File: src/rtl/cavlc_blk_scheduler.sv
// cavlc_blk_scheduler: issues 4x4 luma block coordinates in macroblock order,
// bounds blocks in flight with credits, counts completions, flags frame end.
// Ports: clk, rst (async active-low), h264_reset (sync clear), start,
//   frame_width/height (latched at start), coord_* (issue handshake),
//   enc_* (completion handshake), inflight, busy, frame_done, dim_err,
//   order_err.
// Optional macro CAVLC_SCHED_ORDER_CHECK_EN: FIFO of issued coordinates
//   compared against enc_x/enc_y; otherwise order_err is tied 0.
module cavlc_blk_scheduler #(
    parameter int MAX_INFLIGHT = 4,
    parameter int CNT_W        = 20
) (
    input  logic        clk,
    input  logic        rst,
    input  logic        h264_reset,
    input  logic        start,
    input  logic [11:0] frame_width,
    input  logic [11:0] frame_height,
    output logic        coord_valid,
    input  logic        coord_ready,
    output logic [10:0] coord_x,
    output logic [10:0] coord_y,
    input  logic        enc_valid,
    input  logic        enc_ready,
    input  logic [10:0] enc_x,
    input  logic [10:0] enc_y,
    output logic [3:0]  inflight,
    output logic        busy,
    output logic        frame_done,
    output logic        dim_err,
    output logic        order_err
);

    typedef enum logic [1:0] {S_IDLE, S_ISSUE, S_DRAIN, S_DONE} state_t;

    state_t           state, state_nxt;
    logic [7:0]       w_mb, h_mb, mbx, mby, mbx_nxt, mby_nxt;
    logic [3:0]       blk, blk_nxt;
    logic [3:0]       infl_q;
    logic [CNT_W-1:0] total, done_cnt;
    logic [15:0]      mb_prod;
    logic [11:0]      x_nxt, y_nxt;
    logic             dims_ok, start_ok, accept, comp, last_blk;

    assign dims_ok  = (frame_width != 12'd0) && (frame_width[3:0] == 4'd0) &&
                      (frame_height != 12'd0) && (frame_height[3:0] == 4'd0);
    assign start_ok = (state == S_IDLE) && start && dims_ok;
    assign accept   = coord_valid && coord_ready;
    // Completions only count while a frame is active and a credit is held.
    assign comp     = enc_valid && enc_ready && (infl_q != 4'd0) &&
                      (state == S_ISSUE || state == S_DRAIN);
    assign last_blk = (blk == 4'hf) && (mbx == w_mb - 8'd1) &&
                      (mby == h_mb - 8'd1);
    assign mb_prod  = 16'(frame_width[11:4]) * 16'(frame_height[11:4]);

    // Next block in macroblock-raster / blkIdx order.
    always_comb begin
        blk_nxt = blk + 4'd1;
        mbx_nxt = mbx;
        mby_nxt = mby;
        if (blk == 4'hf) begin
            if (mbx == w_mb - 8'd1) begin
                mbx_nxt = 8'd0;
                mby_nxt = mby + 8'd1;
            end else begin
                mbx_nxt = mbx + 8'd1;
            end
        end
        x_nxt = {mbx_nxt, 4'b0} + {8'b0, blk_nxt[2], blk_nxt[0], 2'b0};
        y_nxt = {mby_nxt, 4'b0} + {8'b0, blk_nxt[3], blk_nxt[1], 2'b0};
    end

    always_ff @(posedge clk or negedge rst) begin
        if (!rst)            state <= S_IDLE;
        else if (h264_reset) state <= S_IDLE;
        else                 state <= state_nxt;
    end

    always_comb begin
        state_nxt = state;
        unique case (state)
            S_IDLE:  if (start_ok) state_nxt = S_ISSUE;
            S_ISSUE: if (accept && last_blk) state_nxt = S_DRAIN;
            S_DRAIN: if (done_cnt == total) state_nxt = S_DONE;
            S_DONE:  state_nxt = S_IDLE;
            default: state_nxt = S_IDLE;
        endcase
    end

    always_comb begin
        coord_valid = (state == S_ISSUE) && (infl_q < 4'(MAX_INFLIGHT));
        busy        = (state != S_IDLE);
        frame_done  = (state == S_DONE);
    end

    always_ff @(posedge clk or negedge rst) begin
        if (!rst) begin
            w_mb <= '0; h_mb <= '0; mbx <= '0; mby <= '0; blk <= '0;
            coord_x <= '0; coord_y <= '0; infl_q <= '0;
            total <= '0; done_cnt <= '0; dim_err <= 1'b0;
        end else if (h264_reset) begin
            w_mb <= '0; h_mb <= '0; mbx <= '0; mby <= '0; blk <= '0;
            coord_x <= '0; coord_y <= '0; infl_q <= '0;
            total <= '0; done_cnt <= '0; dim_err <= 1'b0;
        end else if (start_ok) begin
            w_mb     <= frame_width[11:4];
            h_mb     <= frame_height[11:4];
            total    <= CNT_W'({mb_prod, 4'b0000});
            mbx      <= '0;
            mby      <= '0;
            blk      <= '0;
            coord_x  <= '0;
            coord_y  <= '0;
            infl_q   <= '0;
            done_cnt <= '0;
        end else begin
            if (state == S_IDLE && start && !dims_ok) dim_err <= 1'b1;
            if (accept) begin
                blk     <= blk_nxt;
                mbx     <= mbx_nxt;
                mby     <= mby_nxt;
                coord_x <= x_nxt[10:0];
                coord_y <= y_nxt[10:0];
            end
            infl_q   <= infl_q + 4'(accept) - 4'(comp);
            done_cnt <= done_cnt + CNT_W'(comp);
        end
    end

    assign inflight = infl_q;

    wire unused_msb = x_nxt[11] ^ y_nxt[11];

`ifdef CAVLC_SCHED_ORDER_CHECK_EN
    logic [21:0] fifo_mem [MAX_INFLIGHT];
    logic [3:0]  wr_ptr, rd_ptr;
    logic        enc_hs;

    assign enc_hs = enc_valid && enc_ready &&
                    (state == S_ISSUE || state == S_DRAIN);

    function automatic logic [3:0] ptr_inc(input logic [3:0] p);
        return (p == 4'(MAX_INFLIGHT - 1)) ? 4'd0 : p + 4'd1;
    endfunction

    always_ff @(posedge clk) begin
        if (accept) fifo_mem[wr_ptr] <= {coord_x, coord_y};
    end

    always_ff @(posedge clk or negedge rst) begin
        if (!rst) begin
            wr_ptr <= '0; rd_ptr <= '0; order_err <= 1'b0;
        end else if (h264_reset) begin
            wr_ptr <= '0; rd_ptr <= '0; order_err <= 1'b0;
        end else if (start_ok) begin
            wr_ptr <= '0; rd_ptr <= '0;
        end else begin
            if (accept) wr_ptr <= ptr_inc(wr_ptr);
            if (comp) begin
                rd_ptr <= ptr_inc(rd_ptr);
                if (fifo_mem[rd_ptr] != {enc_x, enc_y}) order_err <= 1'b1;
            end
            // A completion with no credit outstanding is out of order too.
            if (enc_hs && infl_q == 4'd0) order_err <= 1'b1;
        end
    end
`else
    assign order_err = 1'b0;
    wire unused_enc = ^{enc_x, enc_y};
`endif

endmodule
File: config.mk
export PLATFORM = sky130hd
export DESIGN_NAME = cavlc_blk_scheduler
export DESIGN_NICKNAME = d
export VERILOG_FILES = /design/src/rtl/cavlc_blk_scheduler.sv
export SDC_FILE = /design/constraint.sdc
export NUM_CORES = 1
export LEC_CHECK = 0
export CELL_PAD_IN_SITES_DETAIL_PLACEMENT = 1
export CELL_PAD_IN_SITES_GLOBAL_PLACEMENT = 2
export CORE_UTILIZATION = 39
export CTS_BUF_LIST = sky130_fd_sc_hd__clkbuf_4 sky130_fd_sc_hd__clkbuf_8
export DETAILED_ROUTE_END_ITERATION = 7
export PLACE_DENSITY = 0.95
export SLEW_MARGIN = 10
export SYNTH_ARGS = -nofsm -noshare
export SYNTH_HDL_FRONTEND = slang
export SYNTH_SLANG_ARGS = --single-unit
File: constraint.sdc
create_clock -name clk -period 6.45 [get_ports clk]
set_input_delay 0.645 -clock clk [delete_from_list [all_inputs] [get_ports clk]]
set_output_delay 0.645 -clock clk [all_outputs]
set_load 0.005 [all_outputs]
==> results of run 1 <==
[power by group through the flow]
stage               logic [W]  registers, W  clock network [W]
finish               0.000588      0.000511           0.000403
CTS                  0.000602      0.000511           0.000415
floorplan            0.000433      0.000518                  0
global placement     0.000568      0.000519                  0
global route         0.000673      0.000512           0.000434
detailed placement   0.000598      0.000521                  0
[metal layers]
| metal | wire length [um] | share of wire (%) |
|---|---|---|
| met5 | 0 | 0 |
| met4 | 281 | 1.7 |
| met3 | 436 | 2.7 |
| met2 | 8140 | 51 |
| met1 | 7250 | 45 |
[layout by cell type (no fill, tap or decap), types with 28 or more instances in the layout]
master / count
inv_1: 69
nand2_1: 54
and2_1: 57
xnor2_1: 28
nor2_1: 44
xor2_1: 45
clkdlybuf4s50_1: 55
dfrtp_1: 79
fa_1: 37
o21ai_0: 30
ha_1: 52
[cell usage after synthesis, types with 2 or more instances]
cell / n / share of area [%]
or4_1: 6 / 0.69
a21oi_1: 22 / 1.7
nor2_1: 45 / 2.6
inv_1: 69 / 3.9
a211oi_1: 4 / 0.46
dfrtp_1: 79 / 30
a221o_1: 2 / 0.31
a31oi_1: 3 / 0.29
fa_1: 37 / 11
nand4_1: 9 / 0.86
nor3_1: 9 / 0.69
nand3b_1: 4 / 0.46
xnor2_1: 28 / 3.7
nor4_1: 9 / 0.86
a2111oi_0: 3 / 0.40
nand3_1: 20 / 1.5
and3_1: 11 / 1.0
or2_2: 2 / 0.19
o21a_1: 4 / 0.46
a21o_1: 8 / 0.92
nand2b_1: 6 / 0.57
ha_1: 52 / 9.9
a211o_1: 3 / 0.40
and4_1: 2 / 0.27
o21ai_0: 30 / 2.3
buf_4: 19 / 2.2
and2_1: 57 / 5.4
or3_1: 4 / 0.38
a22o_1: 14 / 1.9
xor2_1: 45 / 6.0
nor2b_1: 5 / 0.48
clkbuf_1: 28 / 1.6
nand2_1: 54 / 3.1
[flip-flops by register name, indices dropped and copies added (netlist names)]
signal and count:
mby 7, inflight 4, mbx 7, w_mb 8
dim_err 1, coord_y 2, coord_x 1, h_mb 8
total 16, done_cnt 20, state 2, blk 3
[cell type report]
type,instances,area [um^2],share of cell area (%)
clock buffers,11,151,2.04
multi-input cells,523,4100,55.2
repair buffers,61,596,8.02
clock inverters,5,63.8,0.860
well taps,220,275,3.71
flip-flops and latches,79,1980,26.6
inverters,69,259,3.49
[kinds of logic after synthesis]
| kind of cell | share of synthesized area [%] |
|---|---|
| adder cells (fa/ha/maj) | 21.2 |
| other | 0.0572 |
| buffers and inverters | 7.72 |
| XOR/XNOR | 9.74 |
| flip-flops | 30.1 |
| AO/OA/AOI/OAI | 10.9 |
| AND/OR/NAND/NOR | 20.1 |
| multiplexers | 0.153 |
[worst register-to-register path, delay by kind of cell, from the launching register on]
family                     cells  cell delay, ns
adders and majority gates      1            0.22
and+or+nand+nor                4            1.45
buffers and inverters          1            0.10
DFF                            1            0.42
AOI/OAI and AO/OA              3            1.28
[per-stage QoR]
stage,setup WS (ns),std cells,utilization (%),power [W],hold WS (ns)
global placement,0.777,952,43.6,0.00109,0.491
global route,0.724,968,44.9,0.00162,0.514
finish,1.04,968,44.9,0.00150,0.412
floorplan,1.56,718,-,0.000951,0.349
detailed placement,0.660,952,43.6,0.00112,0.496
CTS,1.08,968,44.9,0.00153,0.442
[path summary, 6_finish.rpt]
check	end	slack, ns	cells after the start
min in group clk	total[12]	0.51	2
max in group asynchronous	mbx[2]	5.35	1
worst min register to register	total[12]	0.51	2
worst max-delay path	total[17]	1.04	15
worst max register to register	state[0]	2.93	9
worst min-delay path	inflight[1]	0.41	1
==> summary.txt, run 1 <==
GRT
  – Met3 Track Usage GR: 2.51%
  – Vias in the first global route: approximately 5600
  – GRT met1 Usage: around a quarter
  – All-Layer GR Usage: 19.8%
  – Initial antenna violation count: 0
  – Met2 Use GR: between 30% and 40%
  – Grt peak-use layer: met2
  – Largest net degree at the start of global routing: 80
  – First-pass GRT wire length: between 20000 and 30000 um
  – GR Overflow Total: 0

STA
  – Max-slew violations: 0
  – Minimum clock period after layout: between 5 and 6 ns
  – Fin. Hold Viols: 0
  – Max_slew headroom: about 17%
  – F_max: roughly 0.18 GHz
  – RSZ-0062 raised after global routing: no
  – Setup_tns: 0 ns
  – Tcrit/Tclk final: 83.9%
  – Final Skew: between 0.015 and 0.02 ns
  – Worst Tran Pin Value: about 1.2 ns
  – Setup Viol. Count Final: 0

Clocking
  – Post_cts resized: 0
  – Max Buffers Root-to-Sink: 2
  – H-tree levels: 3
  – Clock root cell: clkbuf_8
  – Reg clk slew, reported paths: approximately 0.10 ns
  – Hold Buf Count CTS: 0
  – CTS Sinks: 79
  – CTS Buf Count: 9
  – Setup Fix Bufs, Post-CTS: 0
  – CTS tree: yes
  – Clock Latency Late Sink: 0.39 ns

Min path
  – Worst Hold Class: input port to async pin

Worst setup path
  – Kind of critical path: input port to flop
  – Max incr delay on CP: approximately 0.76 ns
  – Critical path startpoint: frame_width[5]
  – Most common cell on crit path: fa_1
  – Endpoint class of the critical path: flop
  – R2r startpoint: w_mb[0]
  – Critical Path AT: approximately 5.7 ns
  – CP bufs+invs: 3
  – Slowest-stage cell, CP: a2111oi_0
  – Worst Path Required: approximately 6.7 ns
  – CP cell instances: clkdlybuf4s50_1 > and2_1 > fa_1 > fa_1 > inv_1 > fa_1 > fa_1 > inv_1 > ha_1 > a21o_1 > a2111oi_0 > o21ai_0 > a21oi_1 > xor2_1 > o21ai_0
  – Worst Setup Start Kind: input port
  – Top delay family on crit path: adder cells
  – Max FO, Critical Path: 10

Place
  – DP Area: 7210 um^2
  – IO Port Bufs: 56
  – GP Congestion: approximately 0.8
  – Post-DP HPWL: 12600 um

Floorplanning
  – I/O pins: between 80 and 90
  – Total core area: 16500 um^2
  – Die W: between 100 and 150 um
  – Die area: roughly 17000 um^2
  – Initial Utilization: between 30 and 40%
  – Num rows: 47
  – Die height: 132 um

Layout
  – Area growth, synth to finish: 13.1%
  – Fin area: ~7400 um^2
  – FILL cells: 1891
  – Layout cells sized above 1: under 10%
  – Diode count: 0
  – Nets: a little under 900

Synthesis
  – Yosys warning count: 0
  – Synth Area per Inst: about 9.2 um^2
  – Syn Inst Count: 714
  – Post-Synthesis Cell Area: approximately 6600 um^2
  – Seq/Total Area, Yosys: 30.1%
  – Top FF cell, synth: dfrtp_1
  – EDFF count, synth: 0
  – FF+latch count, synth: 79
  – Synth unique cells: 54
  – Fraction of registers with async set/reset: 100%

Drt
  – DR pass1 iterations: 6
  – Vias post-DR: roughly 5000
  – Vias per cell: around 5.3
  – # DRC: 0
  – Initial DRC count: 200
  – Total Wirelength: 16100 um
  – Routed Antenna Nets: 0
  – Routed wire per std cell: 16.6 um

Pwr
  – Sw Share: between 30% and 40%
  – Reg power frac: between 30 and 40%
  – Leak pwr: between 3 and 4 nW
  – Power Density: between 200 and 250 nW/um^2
  – Max VDD drop: about 0.093 mV
  – Psw: ~0.00054 W
  – Int Pwr: just under 0.001 W
  – Clock network fraction of total power: a little over a quarter
  – Combinational Power Share: 39.2%

Run status
  – Run status: finished, final reports clean

Flow run
  – Number of max-cap violations: 0
No activity file was read; power rests on OpenSTA's default activity.
==> run 2, diff against run 1 <==
Settings changed: CORE_UTILIZATION 39 to 33, PLACE_DENSITY 0.95 to 0.87.
Clock period 6.45 ns to 4.5 ns, I/O delays scaled along.
==> run 2 against run 1 <==
Routed wire length rose by 0.20%. Worst hold slack got worse by 0.15 ns. Combinational power rose by 90%. Register-to-register slack got worse by 1.8 ns. Highest routed layer unchanged.
==> summary.txt, run 2 (same netlist as run 1, synthesis figures left out) <==
Run status
  – Run status: finished, final reports clean

STA
  – Setup Viol. Count Final: 0
  – Worst Tran Pin Value: 1.04 ns
  – Hold slack: roughly 0.26 ns
  – Minimum clock period after layout: 4.34 ns
  – Tcrit/Tclk final: between 90% and 100%
  – Fin. Hold Viols: 0
  – RSZ-0062 raised after global routing: yes
  – Max-slew violations: 0
  – F_max: between 0.2 and 0.25 GHz
  – Max_slew headroom: between 30 and 40%
  – Final Skew: roughly 0.013 ns

Worst setup path
  – Max FO, Critical Path: 4
  – Most common cell on crit path: fa_1
  – Kind of critical path: input port to flop
  – Worst Path Required: slightly below 5 ns
  – Slowest-stage cell, CP: fa_1
  – CP bufs+invs: 3
  – Setup crit end: total[18]
  – Endpoint class of the critical path: flop
  – R2r worst-path depth: 10
  – Max incr delay on CP: ~0.54 ns
  – Top delay family on crit path: adder cells
  – Critical path depth in cells: 15
  – Reg2reg end: state[0]
  – R2r startpoint: w_mb[0]
  – Worst Setup Start Kind: input port
  – Critical path startpoint: frame_width[10]
  – Critical Path AT: ~4.7 ns
  – R2r setup slk: approximately 1.1 ns
  – CP cell instances: dlygate4sd2_1 > and2_1 > fa_1 > fa_1 > fa_1 > inv_1 > fa_1 > inv_1 > ha_4 > a211o_1 > a21oi_1 > nor3b_1 > or2_2 > a2111oi_2 > a221o_1

Floorplanning
  – Die W: between 100 and 150 um
  – Initial Utilization: between 30% and 40%
  – Num rows: between 50 and 60
  – Total core area: 19500 um^2
  – Die area: 20500 um^2
  – Die height: around 140 um
  – I/O pins: 84

Drt
  – Initial DRC count: around 220
  – DR pass1 iterations: 4
  – # DRC: 0
  – Routed wire per std cell: ~15 um
  – Vias per cell: just under 5
  – Vias post-DR: 5213
  – Routed Antenna Nets: 0
  – Total Wirelength: between 15000 and 20000 um

GRT
  – GR Overflow Total: 0
  – Largest net degree at the start of global routing: 80
  – All-Layer GR Usage: between 10% and 20%
  – Vias in the first global route: between 5000 and 6000
  – Initial antenna violation count: 1
  – First-pass GRT wire length: 27500 um

Flow run
  – Number of max-cap violations: 0

Pwr
  – Leak pwr: between 3 and 4 nW
  – Max VDD drop: approximately 0.16 mV
  – Pwr Total: 0.00235 W
  – Power Density: 299 nW/um^2

Min path
  – Worst Hold Class: input port to async pin

Layout
  – Most frequent cells in the layout: 79 x dfrtp_1, 69 x inv_1, 56 x and2_1
  – Area growth, synth to finish: 19.8%
  – Reg with most FFs: done_cnt
  – Layout cells sized above 1: about 12%
  – Largest register FFs: 20
  – Fin cells: about 1100
  – FILL cells: approximately 2300
  – Commonest non-fill, non-tap cell in the layout: dfrtp_1
  – Biggest regs: done_cnt x20, total x16
  – Nets: approximately 940
  – Post-Route Utilization: between 40% and 50%

Clocking
  – Max Buffers Root-to-Sink: 2
  – CTS Sinks: a little under 80
  – Hold Buf Count CTS: 0
  – CTS Buf Count: 9
  – Clock root cell: clkbuf_8
  – CTS tree: yes
  – Clock Latency Late Sink: around 0.38 ns
  – H-tree levels: 3
  – Reg clk slew, reported paths: 0.10 ns

Place
  – Placed Cells: approximately 1000
  – GP Congestion: 0.787
  – IO Port Bufs: 56
  – Post-DP HPWL: between 10000 and 15000 um
==> run 2: final cells by class <==
| cell class | instances | area, um^2 | share of cell area, % |
|---|---|---|---|
| Antenna cell | 1 | 2.50 | 0.0318 |
| Timing Repair Buffer | 112 | 966 | 12.3 |
| Tap cell | 265 | 332 | 4.22 |
| Inverter | 69 | 259 | 3.29 |
| Sequential cell | 79 | 1980 | 25.1 |
| Clock buffer | 10 | 131 | 1.67 |
| Multi-Input combinational cell | 523 | 4160 | 52.9 |
| Clock inverter | 5 | 35.0 | 0.446 |
==> run 2: worst min-delay path by stage <==
| stage | start | to | cells after the start |
|---|---|---|---|
| CTS | rst | coord_y[3] | 1 |
| global placement | total[13] | total[13] | 2 |
| global route | rst | blk[0] | 1 |
| floorplan | rst | blk[0] | 0 |
| finish | rst | blk[0] | 1 |
| detailed placement | total[15] | total[15] | 2 |
==> run 2: where the power goes <==
group / internal [W] / switching [W] / leakage (nW)
combinational: 0.000572 / 0.000543 / 2.61
clock: 0.000205 / 0.000294 / 0.0859
sequential: 0.000719 / 0.0000136 / 1.10
==> run 2: repair_timing <==
action,in CTS,in global routing
endpoints found under the setup margin,5,5
resized for setup,17,13
buffers inserted,1,0
pin swaps,5,6
==> run 2: per-stage QoR <==
step           setup TNS [ns]  area [um^2]  setup WS (ns)
2_1_floorplan         -0.0282         6600        -0.0282
3_3_place_gp            -2.82         7660         -0.525
3_5_place_dp            -3.30         7660         -0.619
4_1_cts                     0         7860        0.00365
5_1_grt              -0.00834         7860       -0.00834
6_report                    0         7860          0.156
==> run 2: metal layers <==
layer  vias to the layer above  wire length, um  global-route usage (%)
met5                         -                0                       0
met4                         0              174                    3.51
met3                        14              442                    2.88
met2                        71             7780                    28.9
met1                      2610             7750                    23.0
li1                       2518                -                       -
==> run 2: worst reg2reg max path: cells and delay by family (launching register included) <==
family          cells  cell delay [ns]
compound gates      3             0.93
fa+ha+maj           1             0.23
buf+inv             2             0.35
flops               1             0.43
simple gates        4             1.39
